[config.mk]
export PLATFORM = sky130hd
export DESIGN_NAME = lsu_mem_master_flat
export DESIGN_NICKNAME = d
export VERILOG_FILES = /design/src/rtl/lsu_mem_master_if.sv /design/src/rtl/lsu_mem_master.sv /design/src/flat_wrapper.sv
export SDC_FILE = /design/constraint.sdc
export NUM_CORES = 1
export LEC_CHECK = 0
export CORE_UTILIZATION = 32
export DETAILED_ROUTE_END_ITERATION = 10
export HOLD_SLACK_MARGIN = 0.15
export PLACE_DENSITY = 0.61
export SLEW_MARGIN = 20
export SYNTH_ARGS = -nofsm -noshare
export SYNTH_HDL_FRONTEND = slang
export SYNTH_SLANG_ARGS = --single-unit
[constraint.sdc]
create_clock -name clk -period 1.9 [get_ports clk]
set_input_delay 0.285 -clock clk [delete_from_list [all_inputs] [get_ports clk]]
set_output_delay 0.285 -clock clk [all_outputs]
set_load 0.005 [all_outputs]
[src/rtl/lsu_mem_master_if.sv]
// CPU-side request/response bus and word-wide RAM bus used by lsu_mem_master.
// The LSU is the slave on the request bus and the master on the RAM bus.
interface lsu_req_if #(
    parameter int ADDR_W = 32
) ();
    logic              req_valid;
    logic              req_ready;
    logic              req_we;
    logic [1:0]        req_size;
    logic              req_unsigned;
    logic [ADDR_W-1:0] req_addr;
    logic [31:0]       req_wdata;
    logic              resp_valid;
    logic [31:0]       resp_rdata;
    logic              resp_err;

    modport master (
        output req_valid, req_we, req_size, req_unsigned, req_addr, req_wdata,
        input  req_ready, resp_valid, resp_rdata, resp_err
    );

    modport slave (
        input  req_valid, req_we, req_size, req_unsigned, req_addr, req_wdata,
        output req_ready, resp_valid, resp_rdata, resp_err
    );
endinterface

interface lsu_mem_if ();
    logic [31:0] mem_addr;
    logic        mem_read;
    logic        mem_write;
    logic [31:0] mem_wdata;
    logic [31:0] mem_rdata;

    modport master (
        output mem_addr, mem_read, mem_write, mem_wdata,
        input  mem_rdata
    );

    modport slave (
        input  mem_addr, mem_read, mem_write, mem_wdata,
        output mem_rdata
    );
endinterface

[src/rtl/lsu_mem_master.sv]
// Load/store unit front end for a word-wide RAM without byte enables.
// Sub-word stores are done as read-modify-write; loads are lane-selected and extended.
module lsu_mem_master #(
    parameter int ADDR_W = 32
) (
    input  logic      clk,
    input  logic      rst_n,
    lsu_req_if.slave  req,
    lsu_mem_if.master mem
);
    typedef enum logic [2:0] {IDLE, RD, RD_WAIT, RMW_RD, RMW_MRG, WR} state_t;

    state_t      state_q, state_d;
    logic [31:0] addr_q, addr_d;
    logic [1:0]  size_q, size_d;
    logic        uns_q, uns_d;
    logic [31:0] wdata_q, wdata_d;
    logic        resp_valid_q, resp_valid_d;
    logic        resp_err_q, resp_err_d;
    logic [31:0] resp_rdata_q, resp_rdata_d;

    logic [31:0] req_addr_ext;
    logic        req_misaligned;
    logic [31:0] rd_shifted;
    logic [31:0] load_data;
    logic [31:0] merged;
    logic [3:0]  lane_sel;

    assign req_addr_ext = 32'(req.req_addr);

    always_comb begin
        case (req.req_size)
            2'b00:   req_misaligned = 1'b0;
            2'b01:   req_misaligned = req_addr_ext[0];
            2'b10:   req_misaligned = |req_addr_ext[1:0];
            default: req_misaligned = 1'b1;
        endcase
    end

    // Bring the addressed byte/halfword down to bit 0 before extending.
    assign rd_shifted = mem.mem_rdata >> {addr_q[1:0], 3'b000};

    always_comb begin
        case (size_q)
            2'b00:   load_data = uns_q ? {24'd0, rd_shifted[7:0]}
                                       : {{24{rd_shifted[7]}}, rd_shifted[7:0]};
            2'b01:   load_data = uns_q ? {16'd0, rd_shifted[15:0]}
                                       : {{16{rd_shifted[15]}}, rd_shifted[15:0]};
            default: load_data = mem.mem_rdata;
        endcase
    end

    // Per byte lane: keep the RAM byte unless the store targets this lane.
    for (genvar gi = 0; gi < 4; gi++) begin : g_lane
        localparam logic [1:0] LANE = 2'(gi);
        assign lane_sel[gi] = (size_q == 2'b00) ? (addr_q[1:0] == LANE)
                                                : (addr_q[1] == LANE[1]);
        assign merged[8*gi +: 8] = !lane_sel[gi]      ? mem.mem_rdata[8*gi +: 8]
                                 : (size_q == 2'b00) ? wdata_q[7:0]
                                                     : wdata_q[8*(gi%2) +: 8];
    end

    always_comb begin
        state_d      = state_q;
        addr_d       = addr_q;
        size_d       = size_q;
        uns_d        = uns_q;
        wdata_d      = wdata_q;
        resp_valid_d = 1'b0;
        resp_err_d   = 1'b0;
        resp_rdata_d = 32'd0;
        case (state_q)
            IDLE: begin
                if (req.req_valid) begin
                    addr_d  = req_addr_ext;
                    size_d  = req.req_size;
                    uns_d   = req.req_unsigned;
                    wdata_d = req.req_wdata;
                    if (req_misaligned) begin
                        resp_valid_d = 1'b1;
                        resp_err_d   = 1'b1;
                    end else if (!req.req_we) begin
                        state_d = RD;
                    end else if (req.req_size == 2'b10) begin
                        state_d = WR;
                    end else begin
                        state_d = RMW_RD;
                    end
                end
            end
            RD:      state_d = RD_WAIT;
            RD_WAIT: begin
                state_d      = IDLE;
                resp_valid_d = 1'b1;
                resp_rdata_d = load_data;
            end
            RMW_RD:  state_d = RMW_MRG;
            RMW_MRG: begin
                state_d = WR;
                wdata_d = merged;
            end
            WR: begin
                state_d      = IDLE;
                resp_valid_d = 1'b1;
            end
            default: state_d = IDLE;
        endcase
    end

    always_ff @(posedge clk or negedge rst_n) begin
        if (!rst_n) begin
            state_q      <= IDLE;
            addr_q       <= 32'd0;
            size_q       <= 2'd0;
            uns_q        <= 1'b0;
            wdata_q      <= 32'd0;
            resp_valid_q <= 1'b0;
            resp_err_q   <= 1'b0;
            resp_rdata_q <= 32'd0;
        end else begin
            state_q      <= state_d;
            addr_q       <= addr_d;
            size_q       <= size_d;
            uns_q        <= uns_d;
            wdata_q      <= wdata_d;
            resp_valid_q <= resp_valid_d;
            resp_err_q   <= resp_err_d;
            resp_rdata_q <= resp_rdata_d;
        end
    end

    assign req.req_ready  = (state_q == IDLE);
    assign req.resp_valid = resp_valid_q;
    assign req.resp_err   = resp_err_q;
    assign req.resp_rdata = resp_rdata_q;

    // RAM strobes come from the registered state alone, so they are glitch-free.
    assign mem.mem_read  = (state_q == RD) || (state_q == RMW_RD);
    assign mem.mem_write = (state_q == WR);
    assign mem.mem_addr  = (state_q == IDLE) ? 32'd0 : {addr_q[31:2], 2'b00};
    assign mem.mem_wdata = (state_q == WR) ? wdata_q : 32'd0;
endmodule

[src/flat_wrapper.sv]
// flat-port wrapper written by rule: the top's interface ports become plain ports
module lsu_mem_master_flat 
#(
    parameter int ADDR_W = 32
)
  (clk, rst_n, req_req_valid, req_req_we, req_req_size, req_req_unsigned, req_req_addr, req_req_wdata, req_req_ready, req_resp_valid, req_resp_rdata, req_resp_err, mem_mem_addr, mem_mem_read, mem_mem_write, mem_mem_wdata, mem_mem_rdata);
  lsu_req_if #(.ADDR_W(ADDR_W)) req_i ();
  lsu_mem_if mem_i ();
  input  logic clk;
  input  logic rst_n;
  input wire logic [$bits(req_i.req_valid)-1:0] req_req_valid;
  input wire logic [$bits(req_i.req_we)-1:0] req_req_we;
  input wire logic [$bits(req_i.req_size)-1:0] req_req_size;
  input wire logic [$bits(req_i.req_unsigned)-1:0] req_req_unsigned;
  input wire logic [$bits(req_i.req_addr)-1:0] req_req_addr;
  input wire logic [$bits(req_i.req_wdata)-1:0] req_req_wdata;
  output wire logic [$bits(req_i.req_ready)-1:0] req_req_ready;
  output wire logic [$bits(req_i.resp_valid)-1:0] req_resp_valid;
  output wire logic [$bits(req_i.resp_rdata)-1:0] req_resp_rdata;
  output wire logic [$bits(req_i.resp_err)-1:0] req_resp_err;
  output wire logic [$bits(mem_i.mem_addr)-1:0] mem_mem_addr;
  output wire logic [$bits(mem_i.mem_read)-1:0] mem_mem_read;
  output wire logic [$bits(mem_i.mem_write)-1:0] mem_mem_write;
  output wire logic [$bits(mem_i.mem_wdata)-1:0] mem_mem_wdata;
  input wire logic [$bits(mem_i.mem_rdata)-1:0] mem_mem_rdata;
  assign req_i.req_valid = req_req_valid;
  assign req_i.req_we = req_req_we;
  assign req_i.req_size = req_req_size;
  assign req_i.req_unsigned = req_req_unsigned;
  assign req_i.req_addr = req_req_addr;
  assign req_i.req_wdata = req_req_wdata;
  assign req_req_ready = req_i.req_ready;
  assign req_resp_valid = req_i.resp_valid;
  assign req_resp_rdata = req_i.resp_rdata;
  assign req_resp_err = req_i.resp_err;
  assign mem_mem_addr = mem_i.mem_addr;
  assign mem_mem_read = mem_i.mem_read;
  assign mem_mem_write = mem_i.mem_write;
  assign mem_mem_wdata = mem_i.mem_wdata;
  assign mem_i.mem_rdata = mem_mem_rdata;
  lsu_mem_master #(.ADDR_W(ADDR_W)) u_core (.clk(clk), .rst_n(rst_n), .req(req_i), .mem(mem_i));
endmodule
==> results of run 1 <==
==> metal layers <==
metal	GRT usage [%]	vias to the layer above
li1	-	2493
met2	37.0	248
met4	8.89	0
met5	0	-
met3	3.32	35
met1	30.6	2667
==> synth_stat cells, types with 8 or more instances <==
| library cell | number | area [um^2] |
|---|---|---|
| a21oi_1 | 24 | 120 |
| a21oi_2 | 11 | 96.3 |
| a221oi_1 | 13 | 114 |
| a221oi_2 | 8 | 120 |
| a22oi_1 | 9 | 67.6 |
| a2bb2oi_1 | 8 | 70.1 |
| a32o_1 | 8 | 80.1 |
| and2_1 | 33 | 206 |
| buf_2 | 13 | 65.1 |
| buf_4 | 10 | 75.1 |
| clkbuf_1 | 13 | 48.8 |
| dfrtp_1 | 104 | 2600 |
| mux2_1 | 30 | 338 |
| mux2_2 | 12 | 135 |
| nand2_1 | 26 | 97.6 |
| nor2_1 | 34 | 128 |
| nor2b_1 | 41 | 257 |
| o21ai_0 | 9 | 45.0 |
| o22ai_1 | 25 | 156 |
| o2bb2ai_1 | 16 | 140 |
| or3_1 | 16 | 100 |
==> sequential cells by signal, summed over array words and instances (netlist names) <==
signal / count
u_core.uns_q: 1
u_core.addr_q: 32
u_core.state_q: 3
u_core.req.resp_valid: 1
u_core.wdata_q: 32
u_core.size_q: 2
u_core.req.resp_err: 1
u_core.req.resp_rdata: 32
==> area by class of cell <==
class	instances	area, um^2
fillers	1583	8530
multi-input cells	389	2950
repair buffers	285	2690
flip-flops and latches	104	2610
well taps	225	282
clock buffers	11	243
clock inverters	5	104
inverters	4	15.0
==> repair_timing <==
action / 4_1_cts / 5_1_grt
resized for setup: 77 / 179
pin swaps: 1 / 5
setup buffers: 13 / 21
hold buffers: 1 / 0
cloned: 5 / 3
hold endpoints to repair: 41 / 0
setup endpoints to repair: 65 / 137
==> how the worst max path moves through the flow <==
stage                                       start                              to  slack [ns]  cells past startpoint
floorplan           u_core.state_q[1]$_DFFE_PN0P_                mem_mem_addr[10]        0.35                      5
global placement    u_core.state_q[2]$_DFFE_PN0P_                mem_mem_addr[11]        0.09                      5
detailed placement                  req_req_valid  u_core.wdata_q[11]$_DFFE_PN0P_        0.05                      5
CTS                 u_core.state_q[0]$_DFFE_PN0P_                mem_mem_addr[12]       -0.29                      6
global route        u_core.state_q[1]$_DFFE_PN0P_                mem_mem_addr[22]       -0.23                      8
finish              u_core.state_q[1]$_DFFE_PN0P_                mem_mem_addr[30]       -0.18                      8
==> cell families (layout without fill, tap and decap cells) <==
| family | count (synthesis) | after routing |
|---|---|---|
| and+or+nand+nor | 181 | 181 |
| buffers and inverters | 47 | 305 |
| AOI/OAI and AO/OA | 159 | 159 |
| DFF | 104 | 104 |
| muxes | 47 | 47 |
| other | 1 | 2 |
==> critical path, delay by kind of cell, from the launching register on <==
kind	cells	cell delay (ns)
AND/OR/NAND/NOR	3	0.46
flip-flops	1	0.41
buffers and inverters	5	0.57
==> power by group <==
group / switching, W / total [W] / internal, W
logic: 0.00425 / 0.00883 / 0.00458
registers: 0.000725 / 0.00391 / 0.00319
clock network: 0.000841 / 0.00217 / 0.00133
==> stage by stage <==
stage | setup TNS, ns | power, W
CTS | -9.84 | 0.0145
global placement | 0 | 0.0116
global route | -3.86 | 0.0158
detailed placement | 0 | 0.0117
floorplan | 0 | 0.00835
finish | -2.39 | 0.0149
==> results_dict.tcl, run 1 <==
set metrics [dict create \
    cp-end-kind "primary output" \
    start_kind "register" \
    tightest_slew_ns 0.599 \
    slew_violations 0 \
    wl_met2_um 10000 \
    routed.top_layer "met4" \
    hold_path.class "in -> async" \
    syn-cell-area_um2 5740 \
    dr.pass1.iters 5 \
    dieArea_um2 18500 \
    layout_setup_ws_ns -0.183 \
    cts.sinks 104 \
    synth_top_family_by_area "compound AO/OA/AOI/OAI gates" \
    rr_startpoint "u_core.state_q[2]$_DFFE_PN0P_" \
    synth_edf_count 0 \
    cp.required_ns 1.62 \
    layout.cells.most_common "clkdlybuf4s50_1" \
    fin_area_um2 8880 \
    rrSetupSlack_ns 0.08 \
    synth_compound_area_share_pct 21.9 \
    grt_pass1_vias 5410 \
    critPathMaxStageDelay_ns 0.41 \
    peakVddDrop_uv 952 \
    r2r_cells 7 \
    critical_path_peak_fanout 4 \
    dpl.cell_count 972 \
    globalplace.congestion 0.914 \
    power.leakage_nw 3.76 \
    yosys_register_bits 104 \
    stdcell_count 1023 \
    skew_ns 0.00881 \
    cts_tree "done" \
    coreArea_um2 17400 \
    worstPathArrival_ns 1.80 \
    diodes 0 \
    vias_per_cell 5.32 \
    htreeDepth 3 \
    synthMuxAreaShare_pct 9.11 \
    wl_met3_um 1380 \
    syn_inst 539 \
    initial_utilization_pct 33.0 \
    violations "setup timing" \
    drc 0 \
    ys_types 54 \
    num_io_pins 204 \
    setup_viol 31 \
    critPathSlowestCell "dfrtp_1" \
    cellPowerDensity_nw_per_um2 1680 \
    rows 48 \
    hpwlAfterDp_um 15000 \
    cts_root_buffer "clkbuf_16" \
    area_growth_pct 54.7 \
    grt_max_degree 44 \
    rsz0062_at_grt "yes" \
    port_buffers 201 \
    clkSlewWorstSetupHoldPaths_ns 0.07 \
    grt_pass1_wl_um 31500 \
    ys.flop_type "dfrtp_1" \
    synthAdderAreaFrac_pct 0 \
    postRouteAntennaNets 0 \
    final_cell_mix "135 x clkdlybuf4s50_1, 102 x dfrtp_1, 52 x buf_4" \
    drt_wl_total_um 21300 \
    critPathKind "reg -> out" \
    dr_total_vias 5443 \
    synth-async-reset-ratio_pct 100 \
    chipWidth_um 136 \
    wl_met1_um 9280 \
    worst_path_most_repeated_cell "buf_4" \
    synth-xor-area-share_pct 0 \
    r2r-end "u_core.addr_q[16]$_DFFE_PN0P_" \
    fin_crit_sh_pct 110 \
    crit_chain "or2_4 > nor2_4 > buf_6 > clkbuf_16 > buf_4 > buf_4 > nor2b_1 > clkbuf_2" \
    cts_made_buffers 9 \
    avgSynthCellArea_um2 10.7 \
    final_nets 896 \
    yosysWarnings 0 \
    synthSimpleGateAreaFrac_pct 18.6 \
    fmax_mhz 480 \
    clk_path_buf_depth 2 \
    utilization_pct 51.0 \
    place_area_um2 8230 \
    outcome "complete, but fails checks" \
    ys_seq_area_share_pct 45.3 \
    max-cap-violations 0 \
    grt_overflow 0 \
    avgRoutedWirePerCell_um 20.8 \
    antenna_found_initial 0 \
    die_y_um 136 \
    timing_hold_violations_final 0 \
    clock_latency_ns 0.35 \
    max_slew_margin_pct 60.1 \
    place_worst_setup_slack_ns 0.0465 \
    grt_use_total_pct 22.8 \
    fin_hold_ws_ns 0.479 \
    drtIter0Drc 446 \
    drive_above_1_share_pct 29.6 \
    finalCriticalPeriod_ns 2.08 \
]
Power figures use the tool's default switching activity.
==> inputs of run 2 (changes only) <==
--- a/config.mk
+++ b/config.mk
@@ -7,8 +7,9 @@
 export LEC_CHECK = 0
 export CORE_UTILIZATION = 32
 export DETAILED_ROUTE_END_ITERATION = 10
+export DONT_BUFFER_PORTS = 1
 export HOLD_SLACK_MARGIN = 0.15
-export PLACE_DENSITY = 0.61
+export PLACE_DENSITY = 0.47
 export SLEW_MARGIN = 20
 export SYNTH_ARGS = -nofsm -noshare
 export SYNTH_HDL_FRONTEND = slang
==> run 2 against run 1 <==
Net effect:
- sequential power rose by 1%
- first-iteration DRC count fell by 29%
- hold slack got worse by 0.86 ns
- combinational power fell by 28%
- power fell by 16%
- register-to-register slack improved by 0.05 ns
- maximum frequency rose by 14%
- the run ends with hold timing left
- critical endpoint is now mem_mem_addr[7]
- die area did not move
- design area fell by 20%
- critical path depth fell by 4
==> results_dict.tcl, run 2 (synthesized netlist as in run 1, its figures left out) <==
set metrics [dict create \
    antenna_found_initial 0 \
    fin_crit_sh_pct 96.0 \
    critPathBufInv 1 \
    cts.sinks 104 \
    cts_tree "done" \
    cp-end-kind "primary output" \
    stdcell_count 833 \
    rsz0062_at_grt "no" \
    drc 0 \
    diodes 0 \
    num_io_pins 204 \
    place_worst_setup_slack_ns 0.107 \
    drive_above_1_share_pct 19.2 \
    fin_area_um2 7060 \
    max_slew_margin_pct 59.3 \
    globalplace.congestion 0.859 \
    fin_hold_ws_ns -0.379 \
    slew_violations 0 \
    area_growth_pct 23.1 \
    fin_tns_setup_ns 0 \
    vias_per_cell 5.56 \
    coreArea_um2 17400 \
    dieArea_um2 18500 \
    grt_use_total_pct 21.0 \
    critPathKind "reg -> out" \
    tightest_slew_ns 0.608 \
    critPathMaxStageDelay_ns 0.47 \
    die_y_um 136 \
    postRouteAntennaNets 0 \
    holdBufCountCts 58 \
    peakVddDrop_uv 646 \
    start_kind "register" \
    critical_path_peak_fanout 14 \
    initial_utilization_pct 33.0 \
    cellPowerDensity_nw_per_um2 1770 \
    fmax_mhz 548 \
    p_total_w 0.0125 \
    grt_pass1_vias 4791 \
    grt_overflow 0 \
    final_nets 706 \
    cts_made_buffers 9 \
    drtIter0Drc 316 \
    hold_path.class "in -> async" \
    drt_wl_total_um 19100 \
    hpwlAfterDp_um 13900 \
    critical_path.top_delay_family "simple AND/OR/NAND/NOR gates" \
    cp.required_ns 1.62 \
    critPathSlowestCell "dfrtp_2" \
    violations "hold timing" \
    htreeDepth 3 \
    layout_setup_ws_ns 0.0761 \
    clkSlewWorstSetupHoldPaths_ns 0.07 \
    worstPathArrival_ns 1.54 \
    outcome "complete, but fails checks" \
    dr_total_vias 4634 \
    chipWidth_um 136 \
    layout.cells.most_common "dfrtp_1" \
    clock_latency_ns 0.36 \
    skew_ns 0.00746 \
    rrSetupSlack_ns 0.13 \
    setup_viol 0 \
    grt_max_degree 105 \
    rows 48 \
    max-cap-violations 0 \
    grt_pass1_wl_um 28400 \
    dpl.cell_count 756 \
    cts_root_buffer "clkbuf_16" \
    place_area_um2 6060 \
    port_buffers 0 \
    r2r_cells 5 \
    power.leakage_nw 2.84 \
    rr_startpoint "u_core.state_q[1]$_DFFE_PN0P_" \
    clk_path_buf_depth 2 \
    avgRoutedWirePerCell_um 23.0 \
    timing_hold_violations_final 104 \
    finalCriticalPeriod_ns 1.82 \
    final_cell_mix "98 x dfrtp_1, 58 x dlygate4sd3_1, 40 x nor2b_1" \
    dr.pass1.iters 4 \
    r2r-end "u_core.wdata_q[23]$_DFFE_PN0P_" \
    crit_chain "or2_4 > nor2_4 > clkbuf_16 > nor2b_1" \
]
[run 2: where the power goes]
group	internal, W	switching [W]
Combinational	0.00290	0.00347
Sequential	0.00320	0.000763
Clock	0.00129	0.000890
[run 2: repair_timing]
action                     in CTS  in global routing
pin swaps                       0                  0
setup endpoints to repair      49                 64
gates cloned                    0                  1
resized for setup               3                  9
hold endpoints to repair      162                104
buffers inserted                2                  0
[run 2: stage by stage]
step	utilization (%)	hold slack, ns
after floorplan	-	-0.0106
after global placement	34.8	-0.00760
after detailed placement	34.8	-0.00736
after CTS	40.3	-0.398
after global routing	40.6	-0.391
final	40.6	-0.379
[run 2: routing by layer]
layer | GRT usage, % | up-vias | part of all wire [%]
li1 | - | 2107 | -
met4 | 9.01 | 0 | 2.6
met2 | 32.7 | 191 | 46
met3 | 3.39 | 27 | 5.9
met1 | 28.8 | 2309 | 45
met5 | 0 | - | 0
[run 2: layout make-up]
cell class                      instances  area (um^2)
Tap cell                              225          282
Clock buffer                            9          225
Fill cell                            1685        10400
Multi-Input combinational cell        389         2880
Inverter                                4         15.0
Timing Repair Buffer                   95          933
Sequential cell                       104         2610
Clock inverter                          7          118
[run 2: worst max-delay path by stage]
stage,start,endpoint,depth (start not counted)
4_1_cts,u_core.state_q[1]$_DFFE_PN0P_,mem_mem_addr[21],4
3_5_place_dp,u_core.addr_q[0]$_DFFE_PN0P_,u_core.req.resp_rdata[2]$_DFF_PN0_,5
5_1_grt,u_core.state_q[2]$_DFFE_PN0P_,mem_mem_wdata[3],4
3_3_place_gp,u_core.size_q[0]$_DFFE_PN0P_,u_core.wdata_q[25]$_DFFE_PN0P_,7
2_1_floorplan,u_core.state_q[1]$_DFFE_PN0P_,mem_mem_addr[10],5
6_report,u_core.state_q[1]$_DFFE_PN0P_,mem_mem_addr[7],4
[run 2: worst reg2reg max path, stage by stage (launching register included)]
cell and delay, ns:
dfrtp_2 0.47, buf_12 0.15, nor2_4 0.17, nand2_2 0.20, or3_1 0.42, a32o_1 0.25
